File: config.mk
export PLATFORM = sky130hd
export DESIGN_NAME = regfile_wb_arbiter
export DESIGN_NICKNAME = d
export VERILOG_FILES = /design/src/rtl/regfile_wb_arbiter.sv
export SDC_FILE = /design/constraint.sdc
export NUM_CORES = 1
export LEC_CHECK = 0
export BUFFER_PORTS_ARGS = -buffer_cell sky130_fd_sc_hd__buf_2
export CAP_MARGIN = 0
export CORE_ASPECT_RATIO = 1.1
export CORE_MARGIN = 5
export CORE_UTILIZATION = 35
export CTS_BUF_LIST = sky130_fd_sc_hd__clkbuf_2 sky130_fd_sc_hd__clkbuf_4 sky130_fd_sc_hd__clkbuf_8
export DETAILED_ROUTE_END_ITERATION = 12
export PLACE_DENSITY_LB_ADDON = 0.08
export SYNTH_ARGS = -nofsm -noshare
export SYNTH_HDL_FRONTEND = slang
export SYNTH_SLANG_ARGS = --single-unit
File: constraint.sdc
create_clock -name clk -period 4.9 [get_ports clk]
set_input_delay 1.225 -clock clk [delete_from_list [all_inputs] [get_ports clk]]
set_output_delay 1.225 -clock clk [all_outputs]
set_load 0.01 [all_outputs]
File: src/rtl/regfile_wb_arbiter.sv
// regfile_wb_arbiter
//   The only module that drives the regfile write port (rd, RegWrite,
//   write_data3). It merges single-cycle ALU results with multi-cycle load
//   results. Loads wait in a small FIFO. A per-register busy scoreboard lets
//   decode detect load-use hazards. If the FIFO head keeps losing to the ALU,
//   it is eventually forced through by stalling the ALU for one cycle.
//
// Ports
//   clk, rst                 clock (rising edge); async active-low reset
//   alu_valid/rd/data        ALU result offered this cycle
//   alu_stall                ALU must hold its result (forced load slot)
//   load_valid/rd/data       load result offered; load_ready = FIFO not full
//   iss_valid/iss_rd         decode issues a load to iss_rd (marks it busy)
//   chk_rs1/chk_rs2, hazard  decode source check against the scoreboard
//   busy                     scoreboard, bit n = load pending to xn
//   err                      sticky: load issued to an already-busy register
//   rd/RegWrite/write_data3  regfile AD3/WE3/WD3
//
// Optional build macro WB_BYPASS_EN adds byp1_hit/byp1_data and
// byp2_hit/byp2_data. These forward the value being written this cycle to
// decode sources that would otherwise still read the old value.
module regfile_wb_arbiter #(
  parameter int A_WIDTH    = 5,
  parameter int D_WIDTH    = 32,
  parameter int DEPTH      = 4,
  parameter int STARVE_MAX = 3
) (
  input  logic                  clk,
  input  logic                  rst,
  input  logic                  alu_valid,
  input  logic [A_WIDTH-1:0]    alu_rd,
  input  logic [D_WIDTH-1:0]    alu_data,
  output logic                  alu_stall,
  input  logic                  load_valid,
  output logic                  load_ready,
  input  logic [A_WIDTH-1:0]    load_rd,
  input  logic [D_WIDTH-1:0]    load_data,
  input  logic                  iss_valid,
  input  logic [A_WIDTH-1:0]    iss_rd,
  input  logic [A_WIDTH-1:0]    chk_rs1,
  input  logic [A_WIDTH-1:0]    chk_rs2,
  output logic                  hazard,
  output logic [2**A_WIDTH-1:0] busy,
  output logic                  err,
  output logic [A_WIDTH-1:0]    rd,
  output logic                  RegWrite,
  output logic [D_WIDTH-1:0]    write_data3
`ifdef WB_BYPASS_EN
  ,
  output logic                  byp1_hit,
  output logic [D_WIDTH-1:0]    byp1_data,
  output logic                  byp2_hit,
  output logic [D_WIDTH-1:0]    byp2_data
`endif
);

  localparam int NREG = 2**A_WIDTH;
  localparam int PW   = (DEPTH > 1) ? $clog2(DEPTH) : 1;
  localparam int CW   = (STARVE_MAX > 0) ? $clog2(STARVE_MAX + 1) : 1;
  localparam logic [PW:0]   FULL_CNT   = (PW + 1)'(DEPTH);
  localparam logic [CW-1:0] STARVE_LIM = CW'(STARVE_MAX);

  logic [A_WIDTH-1:0] fifo_rd   [DEPTH];
  logic [D_WIDTH-1:0] fifo_data [DEPTH];
  logic [PW-1:0]      wr_ptr, rd_ptr;
  logic [PW:0]        occ;
  logic [CW-1:0]      starve_cnt;

  logic               fifo_empty, fifo_full;
  logic               push, pop, alu_win;
  logic [A_WIDTH-1:0] head_rd;
  logic [D_WIDTH-1:0] head_data;
  logic [NREG-1:0]    busy_set, busy_clr;
  logic               err_hit;

  logic               vld_p1;
  logic [A_WIDTH-1:0] rd_p1;
  logic [D_WIDTH-1:0] data_p1;

  // Stage p0: arbitration between the ALU result and the FIFO head.
  assign fifo_empty = (occ == '0);
  assign fifo_full  = (occ == FULL_CNT);
  assign load_ready = !fifo_full;
  assign head_rd    = fifo_rd[rd_ptr];
  assign head_data  = fifo_data[rd_ptr];

  // A starved head takes the port. The ALU is told to hold its result.
  assign alu_stall  = !fifo_empty && (starve_cnt == STARVE_LIM);
  // An ALU write to x0 is discarded, so it leaves the port free for a pop.
  assign alu_win    = alu_valid && (alu_rd != '0) && !alu_stall;
  assign pop        = !fifo_empty && !alu_win;
  // A load to x0 completes the handshake but is never queued.
  assign push       = load_valid && load_ready && (load_rd != '0);

  always_comb begin
    busy_set = '0;
    busy_clr = '0;
    if (iss_valid && (iss_rd != '0)) busy_set[iss_rd] = 1'b1;
    if (pop)                         busy_clr[head_rd] = 1'b1;
  end

  // Re-issuing to a busy register is only legal if that load retires this cycle.
  assign err_hit = iss_valid && (iss_rd != '0) && busy[iss_rd] && !busy_clr[iss_rd];

  assign hazard = ((chk_rs1 != '0) && busy[chk_rs1]) ||
                  ((chk_rs2 != '0) && busy[chk_rs2]);

  always_ff @(posedge clk) begin
    if (push) begin
      fifo_rd[wr_ptr]   <= load_rd;
      fifo_data[wr_ptr] <= load_data;
    end
  end

  always_ff @(posedge clk or negedge rst) begin
    if (!rst) begin
      wr_ptr     <= '0;
      rd_ptr     <= '0;
      occ        <= '0;
      starve_cnt <= '0;
      busy       <= '0;
      err        <= 1'b0;
    end else begin
      if (push) wr_ptr <= wr_ptr + 1'b1;
      if (pop)  rd_ptr <= rd_ptr + 1'b1;
      case ({push, pop})
        2'b10:   occ <= occ + 1'b1;
        2'b01:   occ <= occ - 1'b1;
        default: occ <= occ;
      endcase
      // A non-empty FIFO that does not pop has necessarily lost to the ALU.
      if (pop || fifo_empty) starve_cnt <= '0;
      else                   starve_cnt <= starve_cnt + 1'b1;
      busy <= (busy & ~busy_clr) | busy_set;
      if (err_hit) err <= 1'b1;
    end
  end

  // Stage p1: registered winner drives the regfile write port.
  always_ff @(posedge clk or negedge rst) begin
    if (!rst) begin
      vld_p1  <= 1'b0;
      rd_p1   <= '0;
      data_p1 <= '0;
    end else begin
      vld_p1 <= alu_win || pop;
      if (alu_win) begin
        rd_p1   <= alu_rd;
        data_p1 <= alu_data;
      end else if (pop) begin
        rd_p1   <= head_rd;
        data_p1 <= head_data;
      end
    end
  end

  assign rd          = rd_p1;
  assign RegWrite    = vld_p1;
  assign write_data3 = data_p1;

`ifdef WB_BYPASS_EN
  assign byp1_hit  = vld_p1 && (rd_p1 == chk_rs1) && (chk_rs1 != '0);
  assign byp2_hit  = vld_p1 && (rd_p1 == chk_rs2) && (chk_rs2 != '0);
  assign byp1_data = byp1_hit ? data_p1 : '0;
  assign byp2_data = byp2_hit ? data_p1 : '0;
`endif

endmodule
==> out/qor.csv <==
metric;value;unit
status;finished, final reports clean;
Core Util, Final;42.71;%
RR Startpoint;rd_ptr[0];
fin. max-slew vios;0;
Primary FF master, synth;edfxtp_1;
H-tree depth;2;
DRT Pass-1 Iters;4;
GRT overflow;0;
Synth warnings;0;
Setup CP Type;in -> out;
peak supply drop;0.2455;mV
GR Util All Layers;15.66;%
layout cells sized above 1;38.68;%
mux contribution to synthesized area;18.22;%
Critical Path Sink Type;primary output;
Hold Crit Endpoint;starve_cnt[0];
Worst Path Arrival;2820;ps
cts hold-fix bufs;0;
post_cts resized;0;
simple-gate share of the synthesized area;5.124;%
largest net degree at the start of global routing;43;
P per Cell Area;595.4;nW/um^2
fin crit share;82.58;%
post-synthesis sequential area ratio;65.51;%
Post-Synth Adder-Cell Area;0.9663;%
Ant. Diodes;0;
Hold WS;442.8;ps
area grow syn2layout;20.60;%
hpwl dp;17220;um
commonest non-fill, non-tap cell in the layout;buf_2;
# IOs;168;
commonest non-fill, non-tap cells in the layout;166 x buf_2, 148 x edfxtp_1, 85 x o21ai_0, 78 x dfrtp_1, 60 x mux4_2;
Critical Path RT;3670;ps
area of the multi-input gates;3161;sq um
sw frac;33.53;%
Vias;6108;
Slew @ Worst Pin;936.5;ps
row count;64;
final setup fails;0;
Reg area;6449;sq um
routed len/inst;20.64;um
FF+latch count, synth;228;
Seq pwr share;43.5;%
layout filler cell count;2544;
Leakage;4.565;nW
Post-Synthesis Net Count;719;
Final TNS setup;0;ps
DRT Wirelength;24720;um
Worst setup SP type;input port;
core area;27790;sq um
final-stage net count;905;
Period minus WS final;4047;ps
setup skew after layout;22.75;ps
Gate power share;31.5;%
Switch Pwr;2.369;mW
clk sinks;228;
total clock buffers created by CTS;40;
Hold Crit Depth;1;
RSZ-0062 raised after global routing;no;
Starting Density;35.42;%
Cell Int Power;4.696;mW
Placer Congestion;0.8512;
Clock transition at path regs;60;ps
Via density;5.098;
R2R setup slack;2040;ps
final-report hold violation count;0;
maxcap violations;0;
Synth Area in Compound Gates;6.764;%
Hold WC Path Type;reg -> reg;
HP Start;starve_cnt[0];
syn_area_per_cell;15.92;sq um
width of the die;169.9;um
Worst slew margin;37.50;%
CTS tree;built;
non-filler instance count after layout;1198;
drt initial violations;390;
worst skew pair latency;530;ps
Crit Path Max Fanout;8;
CTS Buffer Depth;3;
# DRC;0;
Post-Synth XOR/XNOR Area;0.9790;%
Peak Freq;247.1;MHz
Die ar.;31570;sq um
Synth Instances;618;
first-pass GRT wire length;37980;um
largest family of logic cells by synthesized area;multiplexers;
number of global-route vias before repair;6555;
Tot Pwr;7.065;mW
Post-synth EDFFs;148;
Die Height;185.9;um
Inst Count DP;1125;
Synth cell types;47;
RR Endpoint;busy[1];
Cell Area, Synth;9841;sq um
Worst R2R Path Depth;5;
Port Buf Inserts;167;
Routed Antenna Nets;0;
Clock power frac;25.0;%
asr flop ratio synth;35.09;%
initial antenna violation count;3;
CTS root buf;clkbuf_8;
post-CTS setup buffer count;0;
## cells by family (layout without fill, tap and decap cells)
logic type / after synthesis / count (layout)
compound gates: 122 / 122
xor+xnor: 11 / 11
fa+ha+maj: 7 / 7
buf+inv: 45 / 262
flops: 228 / 228
mux: 104 / 104
simple gates: 101 / 101
## cells in the mapped netlist (2+ instances only)
master | n | area, sq um
xnor2_1 | 5 | 43.79
edfxtp_1 | 148 | 4444
clkbuf_1 | 18 | 67.56
nand3_1 | 7 | 35.03
a21oi_1 | 6 | 30.03
mux4_2 | 60 | 1351
nand2_1 | 45 | 168.9
o21ai_1 | 13 | 65.06
or3b_2 | 2 | 17.52
nand3b_1 | 4 | 30.03
o22ai_1 | 6 | 37.54
nor3_1 | 4 | 20.02
dfrtp_1 | 80 | 2002
buf_6 | 3 | 33.78
o21ai_0 | 85 | 425.4
nor2b_1 | 5 | 31.28
buf_12 | 2 | 40.04
buf_1 | 2 | 7.510
nor2_1 | 13 | 48.80
and2_1 | 6 | 37.54
ha_1 | 6 | 75.07
nand4_1 | 2 | 12.51
o2111ai_1 | 4 | 35.03
buf_4 | 2 | 15.01
buf_2 | 7 | 35.03
xor2_1 | 6 | 52.55
inv_1 | 11 | 41.29
mux2i_1 | 43 | 430.4
nand2b_1 | 4 | 25.02
or3_4 | 2 | 22.52
## per-layer routing
| layer | vias to the layer above | wire (um) | share of wire, % | track usage (%) |
|---|---|---|---|---|
| li1 | 2790 | - | - | - |
| met1 | 3055 | 9646 | 39 | 18.73 |
| met2 | 214 | 12610 | 51 | 27.47 |
| met3 | 43 | 1889 | 7.6 | 4.567 |
| met4 | 6 | 541 | 2.2 | 4.767 |
| met5 | - | 33 | 0.13 | 0 |
## stage by stage
stage	instance area (sq um)	worst slack [ps]
floorplan	9841	822.1
global placement	11040	848.4
detailed placement	11040	828.2
CTS	11870	827.8
global route	11870	728.3
finish	11870	853.5
## flip-flops by register name, summed over array words and instances, names as in the netlist
name,flops
starve_cnt,2
fifo_rd,20
wr_ptr,2
rd,5
rd_ptr,2
busy,32
RegWrite,1
write_data3,32
fifo_data,128
err,1
occ,3
## worst max path at each step
stage               start      to  cells past startpoint
5_1_grt        chk_rs2[0]  hazard                      6
3_3_place_gp   chk_rs1[0]  hazard                      6
2_1_floorplan  chk_rs1[0]  hazard                      5
6_report       chk_rs2[0]  hazard                      6
4_1_cts        chk_rs2[0]  hazard                      6
3_5_place_dp   chk_rs2[0]  hazard                      6
## worst max-delay path: stages
cell     delay [ps]
buf_2           240
mux4_2          540
mux4_2          480
mux2i_1         130
nand2_1          60
buf_2           140
## power groups by stage
stage	clock, mW	sequential [mW]	combinational, mW
global placement	0	3.09	2.26
detailed placement	0	3.11	2.28
global route	1.94	3.15	2.46
finish	1.77	3.07	2.23
CTS	1.84	3.08	2.29
floorplan	0	3.07	1.39
## layout make-up
type / count / share of cell area [%]
clock buffers: 62 / 6.241
clock inverters: 11 / 0.7486
inverters: 11 / 0.3479
multi-input cells: 345 / 26.63
flip-flops and latches: 228 / 54.34
well taps: 363 / 3.827
repair buffers: 178 / 7.865
Power figures use the tool's default switching activity.
